--- src/rtl/lenet_frame_reader.sv ---
// Reads the 32x32 LeNet input buffer in raster order, forces the border to PAD_VALUE and
// streams the pixels over valid/ready with first/last markers.
module lenet_frame_reader #(
  parameter int IMG_SIZE  = 32,
  parameter int PAD       = 2,
  parameter int ADDR_W    = 10,
  parameter int DATA_W    = 8,
  parameter int PAD_VALUE = 0
) (
  input  logic              clk25,
  input  logic              rst,
  input  logic              start,
  output logic              rd_en,
  output logic [ADDR_W-1:0] rd_addr,
  input  logic [DATA_W-1:0] rd_data,
  output logic              m_valid,
  input  logic              m_ready,
  output logic [DATA_W-1:0] m_data,
  output logic              m_first,
  output logic              m_last,
  output logic              busy,
  output logic              done,
  output logic              overrun
);

  localparam int N     = IMG_SIZE * IMG_SIZE;
  localparam int CNT_W = ADDR_W + 1;
  localparam logic [DATA_W-1:0] PAD_DATA = DATA_W'(PAD_VALUE);

  typedef enum logic {IDLE, STREAM} state_t;

  state_t            state;
  logic [CNT_W-1:0]  cnt;
  logic              infl;
  logic              infl_pad, infl_first, infl_last;
  logic [DATA_W-1:0] buf_data  [2];
  logic              buf_first [2];
  logic              buf_last  [2];
  logic              wptr, rptr;
  logic [1:0]        occ;

  logic              pop, last_hs;
  logic [2:0]        pend, limit;
  int                row, col;
  logic              iss_pad, iss_first, iss_last;

  assign pop     = m_valid & m_ready;
  assign last_hs = pop & m_last;

  // A pop in the same cycle frees a slot, so issue can continue at one beat per cycle.
  assign pend  = {1'b0, occ} + {2'b0, infl};
  assign limit = 3'd2 + {2'b0, pop};
  assign rd_en   = (state == STREAM) && (cnt < CNT_W'(N)) && (pend < limit);
  assign rd_addr = cnt[ADDR_W-1:0];

  always_comb begin
    row       = int'(cnt) / IMG_SIZE;
    col       = int'(cnt) % IMG_SIZE;
    iss_pad   = (row < PAD) || (row >= IMG_SIZE - PAD) || (col < PAD) || (col >= IMG_SIZE - PAD);
    iss_first = (cnt == '0);
    iss_last  = (cnt == CNT_W'(N - 1));
  end

  assign m_valid = (occ != 2'd0);
  assign m_data  = m_valid ? buf_data[rptr]  : '0;
  assign m_first = m_valid ? buf_first[rptr] : 1'b0;
  assign m_last  = m_valid ? buf_last[rptr]  : 1'b0;

  // Control: frame state, issue counter, read-in-flight flag and FIFO pointers.
  always_ff @(posedge clk25) begin
    if (rst) begin
      state   <= IDLE;
      cnt     <= '0;
      infl    <= 1'b0;
      occ     <= 2'd0;
      wptr    <= 1'b0;
      rptr    <= 1'b0;
      busy    <= 1'b0;
      done    <= 1'b0;
      overrun <= 1'b0;
    end else begin
      done    <= 1'b0;
      overrun <= 1'b0;
      if (rd_en) cnt <= cnt + 1'b1;
      case (state)
        IDLE: begin
          if (start) begin
            state <= STREAM;
            busy  <= 1'b1;
            cnt   <= '0;
          end
        end
        STREAM: begin
          if (start) overrun <= 1'b1;
          if (last_hs) begin
            state <= IDLE;
            busy  <= 1'b0;
            done  <= 1'b1;
            cnt   <= '0;
          end
        end
        default: state <= IDLE;
      endcase
      infl <= rd_en;
      if (infl) wptr <= ~wptr;
      if (pop)  rptr <= ~rptr;
      occ <= occ + {1'b0, infl} - {1'b0, pop};
    end
  end

  // Data: read tags travel with the in-flight read, then land in the FIFO with the BRAM word.
  always_ff @(posedge clk25) begin
    if (rd_en) begin
      infl_pad   <= iss_pad;
      infl_first <= iss_first;
      infl_last  <= iss_last;
    end
    if (infl) begin
      buf_data[wptr]  <= infl_pad ? PAD_DATA : rd_data;
      buf_first[wptr] <= infl_first;
      buf_last[wptr]  <= infl_last;
    end
  end

endmodule
--- config.mk ---
export PLATFORM = sky130hd
export DESIGN_NAME = lenet_frame_reader
export DESIGN_NICKNAME = d
export VERILOG_FILES = /design/src/rtl/lenet_frame_reader.sv
export SDC_FILE = /design/constraint.sdc
export NUM_CORES = 1
export LEC_CHECK = 0
export CAP_MARGIN = 20
export CORE_MARGIN = 2
export CORE_UTILIZATION = 55
export CTS_CLUSTER_SIZE = 12
export DETAILED_ROUTE_END_ITERATION = 6
export PLACE_DENSITY = 0.83
export SYNTH_ARGS = -nofsm -noshare
export SYNTH_HDL_FRONTEND = slang
export SYNTH_SLANG_ARGS = --single-unit
--- constraint.sdc ---
create_clock -name clk25 -period 4.15 [get_ports clk25]
set_clock_uncertainty 0.05 [all_clocks]
set_input_delay 0.83 -clock clk25 [delete_from_list [all_inputs] [get_ports clk25]]
set_output_delay 0.83 -clock clk25 [all_outputs]
set_load 0.05 [all_outputs]
# [Word level (Yosys, flattened, before mapping)]
# Memories as Yosys holds them, arrays and structs flattened. A register that Yosys moved wholly into a read port is not among the register bits.
# Cells that the tools add are included.
[classes] add_sub_neg=5 n_lt_le_gt_ge=6 n_eq_ne=3 muxes=23 bitwise_logic=5 reduce_logical=9
[ops] op="two-way mux 11 bit" n=3
[ops] op="one-hot mux 11 bit (2 select lines)" n=1
[ops] op="two-way mux 8 bit" n=2
[ops] op="two-way mux 1 bit" n=15
[ops] op="adder 11 x 1 -> 11 bit (second input constant)" n=1
[ops] op="== test 11 x 10 -> 1 bit (second input constant)" n=1
[ops] op="zero test 11 bit" n=1
[ops] op="less-than comparator 11 bit (second input constant)" n=1
[ops] op="greater-or-equal comparator 6 x 5 -> 1 bit (second input constant)" n=1
[ops] op="less-than comparator 6 x 2 -> 1 bit (second input constant)" n=1
[ops] op="greater-or-equal comparator 5 bit (second input constant)" n=1
[ops] op="less-than comparator 5 x 2 -> 1 bit (second input constant)" n=1
[ops] op="one-hot mux 1 bit (2 select lines)" n=2
[ops] op="adder 2 x 1 -> 3 bit" n=1
[ops] op="adder 2 x 1 -> 3 bit (first input constant)" n=1
[ops] op="logical OR 1 bit" n=3
[ops] op="less-than comparator 3 bit" n=1
[ops] op="NOT 1 bit" n=3
[ops] op="adder 2 x 1 -> 2 bit" n=1
[ops] op="AND 1 bit" n=2
[ops] op="logical AND 1 bit" n=2
[ops] op="inequality test 2 x 1 -> 1 bit (second input constant)" n=1
[ops] op="inequality test 2 bit (second input constant)" n=1
[ops] op="AND reduction 2 bit" n=1
[ops] op="3 further kinds" n=3
[word_totals] register_bits=23 ram_bits=20 input_bits=12 out_inout_bits=25 elab_cells=66 memories=3
[memory_table] memory="buf_data" words=2 word_bits=8 read_ports=1 rd_ports_with_merged_regs=1 write_ports=1 line_no="36" rtl="logic [DATA_W-1:0] buf_data [2];"
[memory_table] memory="buf_first" words=2 word_bits=1 read_ports=1 rd_ports_with_merged_regs=1 write_ports=1 line_no="37" rtl="logic buf_first [2];"
[memory_table] memory="buf_last" words=2 word_bits=1 read_ports=1 rd_ports_with_merged_regs=1 write_ports=1 line_no="38" rtl="logic buf_last [2];"

# [Longest topological paths before layout]
[depth] ltp_word=8 ltp_mapped=8 mapped_depth_nobuf=8

# [Worst setup path before layout]
# OpenSTA, ideal clock, no wires.
[synth_path] path_type="in2out" start="in m_ready" end="out rd_en" arrival_time_ns=2.216 t_required_ns=3.270 path_slack_ns=1.054 stages=5 path_buffers=2 path_cell_list="o21ai_1 > o21a_1 > buf_2 > clkbuf_1 > nor2_1"
[synth_between] elab_chain_cells=4
[synth_rtl] element="start, declared" line_no="17" rtl="input logic m_ready,"
[synth_rtl] element="AND 1 bit" line_no="47" rtl="assign pop = m_valid & m_ready;"
[synth_rtl] element="adder 2 x 1 -> 3 bit" line_no="52" rtl="assign limit = 3'd2 + {2'b0, pop};"
[synth_rtl] element="less-than comparator 3 bit" line_no="53" rtl="assign rd_en = (state == STREAM) && (cnt < CNT_W'(N)) && (pend < limit);"
[synth_rtl] element="logical AND 1 bit" line_no="53"
[synth_rtl] element="end, declared" line_no="13" rtl="output logic rd_en,"
# Every way passes these cells.

# [Worst setup path in the final report]
# Same ends and word-level chain as after synthesis.

==> results_dict.tcl <==
set metrics [dict create \
    outcome "finished, final reports clean" \
    track_usage_pct 19.5 \
    muxShareOfSynthArea_pct 5.23 \
    reg2reg_slack_ns 2.03 \
    syn-num-nets 203 \
    cp-start-kind "input pin" \
    tns_ns 0 \
    cts-buffers-inserted 5 \
    grt_first_pass_wirelength_um 6270 \
    yosysTopAreaCell "edfxtp_1" \
    yosysWarningCount 0 \
    synth-seq-cells 44 \
    grt_max_degree 22 \
    worstMarginPinSlew_ns 0.879 \
    htreeDepth 2 \
    synthDistinctLibCells 30 \
    start_util_pct 58.8 \
    worstReg2RegStart "infl" \
    critPathMaxFanout 21 \
    first_pass_iters 4 \
    p_clk_share_pct 15.7 \
    hold_depth 0 \
    synthXorXnorAreaFrac_pct 1.74 \
    leakage_nw 0.806 \
    num_antenna_cells 0 \
    vias 1450 \
    antenna_found_initial 0 \
    synthToLayoutAreaGrowth_pct 17.5 \
    cp-end-kind "output port" \
    die_h_um 64.4 \
    clockBufferDepth 2 \
    wire_per_inst_um 14.4 \
    gp_congestion 0.902 \
    slew_headroom_pct 41.3 \
    yosys-top-cells-area "edfxtp_1, dfxtp_1, mux2i_1, nor2b_1, buf_4" \
    viasPerCell 5.60 \
    hold_class "reg -> reg" \
    top_level_ports 37 \
    combinationalPowerShare_pct 40.9 \
    fillers 268 \
    core_area_um2 3420 \
    cp_data_arrival_time_ns 2.44 \
    power.internal_uw 731 \
    final_nets 230 \
    insertion_delay_ns 0.35 \
    required_ns 3.27 \
    cellPowerDensity_nw_per_um2 518 \
    cts.sinks 44 \
    yosysSeqAreaShare_pct 55.3 \
    synthSimpleGateAreaFrac_pct 19.5 \
    worstSetupPathType "in -> out" \
    die-area_um2 4150 \
    dr.first_iter.drc_count 47 \
    port-buffer-count 36 \
    fmax_mhz 301 \
    post-dp-hpwl_um 2590 \
    cts_root_buffer "clkbuf_4" \
    fin_area_um2 2360 \
    postCtsResizedCells 0 \
    hold_start "infl_first" \
    synth_top_family_by_area "simple AND/OR/NAND/NOR gates" \
    die_w_um 64.4 \
    setup_viol 0 \
    grt_pass1_vias 1443 \
    ant_nets 0 \
    seqPwrFrac_pct 43.4 \
    cts_tree "done" \
    synthAdderAreaFrac_pct 3.74 \
    layout-drive-gt1-share_pct 4.23 \
    rows 21 \
    ff2ff_path_depth 6 \
    switching_share_pct 40.2 \
    r2r_end "cnt[9]" \
    syn_inst 185 \
    drt-total-wl_um 3720 \
    synth_compound_area_share_pct 7.48 \
    synth.top_cell.area_share_pct 34.4 \
    maxCapViolCount 0 \
    dpl_cell_area_um2 2310 \
    cts_post_setup_buffers_inserted 0 \
    cts.clk_slew.worst_paths_ns 0.12 \
    finalHoldViolations 0 \
    fin_crit_ns 3.32 \
    min_period_over_period_pct 80.0 \
    hold_buffers 0 \
    maxSlewViolCount 0 \
    avgSynthCellArea_um2 10.9 \
    rsz0062_at_grt "false" \
    irDropWorstVdd_uv 229 \
    synth_area_um2 2010 \
    grt_overflow 0 \
    power_switching_uw 492 \
    min_to "buf_first[0]" \
    drcViolationCount 0 \
]
[registers in the layout, summed over array words and instances (netlist names), named ones only]
name / flops
buf_data: 16
infl: 1
rptr: 1
busy: 1
cnt: 11
infl_first: 1
done: 1
occ: 2
wptr: 1
overrun: 1
infl_last: 1
buf_last: 2
state: 1
infl_pad: 1
buf_first: 2
[cells in the final DEF, fill, tap and decap left out, types with 2 or more instances in the layout]
cell	n
clkbuf_4	5
o21a_1	2
or3_1	4
nor2b_1	13
o31ai_1	6
nand3_1	3
nand4_1	4
or4_1	7
xnor2_1	3
clkbuf_1	2
dfxtp_1	21
edfxtp_1	23
inv_1	7
and2_1	3
mux2i_1	9
a21oi_1	11
nor2_1	20
nand2_1	7
nor3_1	7
o21ai_0	6
clkdlybuf4s50_1	35
ha_1	6
[cell families after synthesis]
kind of cell,after synthesis
fa+ha+maj,6
flops,44
simple gates,72
compound gates,26
buf+inv,23
xor+xnor,4
mux,10
[power groups by stage]
| stage | clock network (mW) | logic [mW] | registers [mW] |
|---|---|---|---|
| finish | 0.192 | 0.500 | 0.531 |
| global route | 0.208 | 0.538 | 0.540 |
| CTS | 0.194 | 0.504 | 0.532 |
| detailed placement | 0 | 0.502 | 0.543 |
| global placement | 0 | 0.489 | 0.540 |
| floorplan | 0 | 0.380 | 0.528 |
[final cells by class]
class	count	area (um2)	area share, %
clock buffers	7	45.0	1.91
well taps	46	57.6	2.44
clock inverters	1	5.00	0.212
repair buffers	36	358	15.2
flip-flops and latches	44	1110	47.1
multi-input cells	118	757	32.1
inverters	7	26.3	1.11
[through the flow]
| stage | hold WS [ns] | cells | util (%) | power (mW) | setup slack [ns] |
|---|---|---|---|---|---|
| CTS | 0.407 | 259 | 69.1 | 1.23 | 0.829 |
| global placement | 0.384 | 251 | 67.6 | 1.03 | 0.934 |
| floorplan | 0.371 | 185 | - | 0.908 | 1.05 |
| finish | 0.403 | 259 | 69.1 | 1.22 | 0.828 |
| global route | 0.429 | 259 | 69.1 | 1.29 | 0.706 |
| detailed placement | 0.387 | 251 | 67.6 | 1.05 | 0.831 |
[per-layer routing]
metal | share of wire (%) | track usage, % | routed length [um]
met1 | 43 | 21.5 | 1610
met3 | 5.0 | 4.86 | 184
met5 | 0 | 0 | 0
met2 | 50 | 36.2 | 1860
met4 | 1.6 | 6.91 | 60
[cells in the mapped netlist (all sizes together)]
cell / count
o21ai: 7
or3: 4
mux2: 1
nand3b: 1
ha: 6
or4: 7
nor4: 1
inv: 7
nor2: 20
nand3: 3
a21oi: 11
edfxtp: 23
mux2i: 9
nand2: 7
and4bb: 1
nand4: 4
and3: 1
o31ai: 6
o21a: 2
dfxtp: 21
nor2b: 13
nor3: 7
clkbuf: 3
xnor2: 3
xor2: 1
buf: 13
and2: 3
[worst max-delay path, cell delays in order]
cell,delay [ns]
clkdlybuf4s50_1,0.45
o21ai_1,0.09
o21a_1,0.40
nor2_1,0.39
buf_4,0.27
[worst max-delay path by stage]
| stage | startpoint | to | slack [ns] | cells after the start |
|---|---|---|---|---|
| detailed placement | m_ready | rd_en | 0.83 | 5 |
| global route | m_ready | rd_en | 0.71 | 5 |
| CTS | m_ready | rd_en | 0.83 | 5 |
| finish | m_ready | rd_en | 0.83 | 5 |
| global placement | m_ready | rd_en | 0.93 | 5 |
| floorplan | m_ready | rd_en | 1.05 | 5 |
(Power assumes the default switching activity.)
